--- src/rtl/bcd_time_loader_pkg.sv ---
// Shared definitions for the BCD time loader slice.
//   BCD_W     : bits per BCD digit
//   SECONDS_W : width of the seconds count, shared with the counter and display path
//   state_t   : loader FSM states
package bcd_time_loader_pkg;

    localparam int BCD_W     = 4;
    localparam int SECONDS_W = 64;

    typedef enum logic [1:0] {
        ST_IDLE,
        ST_CONVERT,
        ST_LOAD
    } state_t;

endpackage

--- src/rtl/bcd_time_loader_mac10.sv ---
// bcd_mac10: combinational multiply-by-ten accumulate, out = in*10 + d.
// Built from two shifts and adds, so no multiplier is inferred.
// Ports:
//   in  [WIDTH-1:0]  running accumulator
//   d   [BCD_W-1:0]  next decimal digit (0..9)
//   out [WIDTH-1:0]  in*10 + d, truncated modulo 2^WIDTH
module bcd_mac10
    import bcd_time_loader_pkg::*;
#(
    parameter int WIDTH = SECONDS_W
) (
    input  logic [WIDTH-1:0] in,
    input  logic [BCD_W-1:0] d,
    output logic [WIDTH-1:0] out
);

    // in*10 == in*8 + in*2
    assign out = (in << 3) + (in << 1) + WIDTH'(d);

endmodule

--- src/rtl/bcd_time_loader.sv ---
// bcd_time_loader: converts DIGITS operator-entered BCD digits (MSD first) into a
// binary seconds value and loads it into the seconds counter, one digit per clock.
// Ports:
//   clk         system clock, rising edge
//   reset_n     synchronous active-low reset
//   start       conversion request, sampled only in IDLE
//   digits      BCD digits, MSD in the top nibble
//   busy        high while converting or loading
//   done        one-cycle pulse, load_value is new
//   err         one-cycle pulse, start rejected because a nibble was > 9
//   load_value  binary result to the counter load input
//   load_n      active-low one-cycle load strobe to the counter
module bcd_time_loader
    import bcd_time_loader_pkg::*;
#(
    parameter int DIGITS = 8,
    parameter int WIDTH  = SECONDS_W
) (
    input  logic                    clk,
    input  logic                    reset_n,
    input  logic                    start,
    input  logic [BCD_W*DIGITS-1:0] digits,
    output logic                    busy,
    output logic                    done,
    output logic                    err,
    output logic [WIDTH-1:0]        load_value,
    output logic                    load_n
);

    localparam int IDX_W = (DIGITS > 1) ? $clog2(DIGITS) : 1;

    state_t                  state;
    state_t                  state_next;
    logic [BCD_W*DIGITS-1:0] shreg;
    logic [WIDTH-1:0]        acc;
    logic [WIDTH-1:0]        mac_out;
    logic [IDX_W-1:0]        idx;
    logic                    digits_ok;
    logic                    last_digit;
    logic                    accept;
    logic                    done_next;
    logic                    err_next;
    logic                    load_n_next;

    always_comb begin
        digits_ok = 1'b1;
        for (int unsigned i = 0; i < DIGITS; i++) begin
            if (digits[i*BCD_W +: BCD_W] > 4'd9) begin
                digits_ok = 1'b0;
            end
        end
    end

    assign accept     = (state == ST_IDLE) && start && digits_ok;
    assign last_digit = (idx == IDX_W'(DIGITS - 1));
    assign busy       = (state != ST_IDLE);

    bcd_mac10 #(
        .WIDTH(WIDTH)
    ) u_mac10 (
        .in (acc),
        .d  (shreg[BCD_W*DIGITS-1 -: BCD_W]),
        .out(mac_out)
    );

    // State register
    always_ff @(posedge clk) begin
        if (!reset_n) begin
            state <= ST_IDLE;
        end else begin
            state <= state_next;
        end
    end

    // Next-state logic
    always_comb begin
        state_next = state;
        unique case (state)
            ST_IDLE:    if (accept) state_next = ST_CONVERT;
            ST_CONVERT: if (last_digit) state_next = ST_LOAD;
            ST_LOAD:    state_next = ST_IDLE;
            default:    state_next = ST_IDLE;
        endcase
    end

    // Output decode; the strobes are registered below, so they appear the
    // cycle after LOAD is entered and drop one cycle later.
    always_comb begin
        done_next   = (state == ST_LOAD);
        load_n_next = (state != ST_LOAD);
        err_next    = (state == ST_IDLE) && start && !digits_ok;
    end

    // Datapath and output registers
    always_ff @(posedge clk) begin
        if (!reset_n) begin
            shreg      <= '0;
            acc        <= '0;
            idx        <= '0;
            load_value <= '0;
            load_n     <= 1'b1;
            done       <= 1'b0;
            err        <= 1'b0;
        end else begin
            done   <= done_next;
            err    <= err_next;
            load_n <= load_n_next;
            unique case (state)
                ST_IDLE: begin
                    if (accept) begin
                        shreg <= digits;
                        acc   <= '0;
                        idx   <= '0;
                    end
                end
                ST_CONVERT: begin
                    acc   <= mac_out;
                    shreg <= shreg << BCD_W;
                    idx   <= idx + IDX_W'(1);
                end
                ST_LOAD: begin
                    load_value <= acc;
                end
                default: ;
            endcase
        end
    end

endmodule

--- config.mk ---
export PLATFORM = sky130hd
export DESIGN_NAME = bcd_time_loader
export DESIGN_NICKNAME = d
export VERILOG_FILES = /design/src/rtl/bcd_time_loader_pkg.sv /design/src/rtl/bcd_time_loader_mac10.sv /design/src/rtl/bcd_time_loader.sv
export SDC_FILE = /design/constraint.sdc
export NUM_CORES = 1
export LEC_CHECK = 0
export CORE_ASPECT_RATIO = 2
export CORE_MARGIN = 4
export CORE_UTILIZATION = 45
export CTS_CLUSTER_DIAMETER = 80
export DETAILED_ROUTE_END_ITERATION = 12
export GPL_TIMING_DRIVEN = 0
export MAX_ROUTING_LAYER = met4
export PLACE_DENSITY_LB_ADDON = 0.1
export SLEW_MARGIN = 20
export SYNTH_ARGS = -nofsm -noshare
export SYNTH_HDL_FRONTEND = slang
export SYNTH_SLANG_ARGS = --single-unit
--- constraint.sdc ---
create_clock -name clk -period 5.5 [get_ports clk]
set_clock_uncertainty 0.05 [all_clocks]
set_input_delay 1.1 -clock clk [delete_from_list [all_inputs] [get_ports clk]]
set_output_delay 1.1 -clock clk [all_outputs]
set_load 0.05 [all_outputs]
==> impl_metrics.toml <==
[yosys]
syn_nets = 1318
yosysSeqAreaShare_pct = 33.5
synth.area.top_cells = "dfxtp_1, ha_1, a22o_1, nand2_1, a21oi_1"
async_reset_ff_share_pct = 0
syn_inst = 1157
avgSynthCellArea_um2 = 8.67
yosysUniqueCellTypes = 53
yosys.area.top_type = "dfxtp_1"
syn_area_um2 = 10000
synth_top_area_share_pct = 33.5
ys_warn_count = 0
synth_seq_cells = 168
synth-main-ff-cell = "dfxtp_1"
synth_edf_count = 0

[run]
drv_cap = 0

[power_and_ir_drop]
p_total_mw = 2.59
p_leak_nw = 5.08
vdd_drop_max_mv = 0.165
power.density_nw_per_um2 = 215

[worst_setup_path]
crit_type = "reg -> reg"
r2r-start = "acc[0]"
slowest_stage = "nor3_1"
critPathLaunch = "acc[0]"
reg2reg_depth = 14
required_ns = 5.77
reg2reg_slack_ns = 1.30
cp_max_fo = 4
cp_data_arrival_time_ns = 4.48
r2r_end = "acc[58]"
endpoint_kind = "flip-flop"
crit_chain = "inv_1 > fa_1 > inv_1 > fa_1 > a211oi_1 > o21ai_0 > o2111ai_1 > a2111oi_2 > o31ai_1 > a211oi_1 > nor3_1 > o21ai_0 > xnor2_1 > o21ai_0"
crit_path_frequent_cell = "o21ai_0"
crit_path_start_kind = "flip-flop"
max_stage_delay_ns = 0.55

[layout]
diodes = 0
nNetsFinal = 1439
area_growth_pct = 19.9
layout_common_cells = "dfxtp_1, nand2_1, ha_1"
stdcell_area_um2 = 12000
finalNonFillerCells = 1567
fillCellCount = 2110
utilization_pct = 54.5
layout_commonest_cell = "dfxtp_1"
drive_gt1_share_pct = 3.41

[place]
dp_hpwl_um = 22600
routabilityCongestion = 0.956
placed_area_um2 = 11400
io_buffer_count = 102
place_inst = 1535
dpl_worst_slack_ns = 0.895

[timing]
max_freq_mhz = 238
max_slew_margin_pct = 37.8
finalSetupViolations = 0
layout_setup_ws_ns = 1.30
slew_violations = 0
tns_ns = 0
whs_ns = 0.410
fin_crit_sh_pct = 76.4
rsz0062_at_grt = "false"
fin_crit_ns = 4.20
hold_violations = 0
tightest_slew_ns = 0.933

[worst_hold_path]
hold_end = "load_value[2]"
worstHoldStart = "load_value[2]"
hp-class = "reg -> reg"
whs_path_depth = 2

[outcome]
status = "complete, no violations"

[cts]
insertion_delay_ns = 0.45
clockRootBuffer = "clkbuf_16"
cts_num_sinks = 168
cts_resized = 0
cts_tree = "built"
cts_buffer_depth = 2
cts_inserted_buffers = 17
postCtsHoldBufs = 0
clk_pin_slew_ns = 0.07
post_cts_buffers = 0
htreeDepth = 4

[detailed_routing]
drt_iter0_drc = 275
drt-total-wl_um = 28200
vias = 8980
drc = 0
drtPass1Iterations = 5
ant_nets = 0
wire_per_inst_um = 18.0
viasPerCell = 5.73

[die]
start_util_pct = 45.5
coreArea_um2 = 22100
die_h_um = 219
fp.dieW_um = 114
ios = 103
die_area_um2 = 24900
rows = 77

[grt]
grt_pass1_vias = 9312
antenna_found_initial = 0
grtUsageTotal_pct = 24.2
grt_max_degree = 17
grt_pass1_wl_um = 46100
overflow = 0
## worst max-delay path by stage
stage | cells after the start | slack, ns | endpoint
2_1_floorplan | 14 | 2.15 | acc[58]
3_3_place_gp | 12 | 0.88 | acc[56]
3_5_place_dp | 12 | 0.90 | acc[56]
4_1_cts | 14 | 1.28 | acc[58]
5_1_grt | 14 | 1.00 | acc[62]
6_report | 14 | 1.30 | acc[58]
## final cells by class
class	instances	area (um^2)	area share, %
clock inverter	11	160	1.33
inverter	23	86.3	0.718
tap	276	345	2.87
multi-input combinational	893	6310	52.4
timing repair buffer	102	1020	8.49
sequential	168	3360	28.0
clock buffer	21	470	3.91
buffer	73	275	2.29
## power breakdown
| part | switching, mW | total, mW | leakage (nW) | internal (mW) |
|---|---|---|---|---|
| sequential | 0.00121 | 1.22 | 1.35 | 1.22 |
| combinational | 0.0460 | 0.0794 | 3.43 | 0.0334 |
| clock | 0.528 | 1.29 | 0.303 | 0.759 |
| total | 0.576 | 2.59 | 5.08 | 2.01 |
## routing by layer
metal | global-route usage [%] | up-vias | routed length (um)
met5 | - | - | 0
met2 | 45.0 | 201 | 15500
met3 | 4.33 | 91 | 971
met1 | 22.5 | 4187 | 10100
li1 | - | 4501 | -
met4 | 14.4 | 0 | 1680
## sequential cells by signal, indices dropped and copies added, names as in the netlist
signal / flops
shreg: 32
load_n: 1
state: 2
err: 1
load_value: 64
idx: 3
done: 1
acc: 64
## Yosys cell counts (all sizes together) (3+ instances only)
library cell,instances
a21o,39
a21boi,30
nor2b,16
o21ai,86
nand2b,6
o22ai,10
o21a,5
o21bai,12
o2111ai,4
a41oi,3
clkbuf,70
a21oi,87
buf,3
a22o,69
ha,124
inv,23
nor2,51
xor2,20
and2,18
or3,4
a31oi,4
mux2i,4
a22oi,40
nand4,24
nor3,14
dfxtp,168
and3,6
a211oi,13
xnor2,37
nor4,4
nand2,125
o31ai,6
nand3,12
## cells by family after synthesis
kind of cell,after synthesis,synth area share [%]
buffers and inverters,96,3.60
DFF,168,33.5
adders and majority gates,126,15.9
AOI/OAI and AO/OA,422,28.6
and+or+nand+nor,284,13.0
muxes,4,0.399
xor gates and xnor gates,57,4.98
## worst max-delay path: cells and delay by family, from the launching register on
| family | cells | cell delay (ns) |
|---|---|---|
| AO/OA/AOI/OAI | 8 | 1.78 |
| XOR/XNOR | 1 | 0.17 |
| adder cells (fa/ha/maj) | 2 | 0.99 |
| buffers and inverters | 2 | 0.16 |
| flip-flops | 1 | 0.37 |
| AND/OR/NAND/NOR | 1 | 0.55 |
No activity file was read; power rests on OpenSTA's default activity.
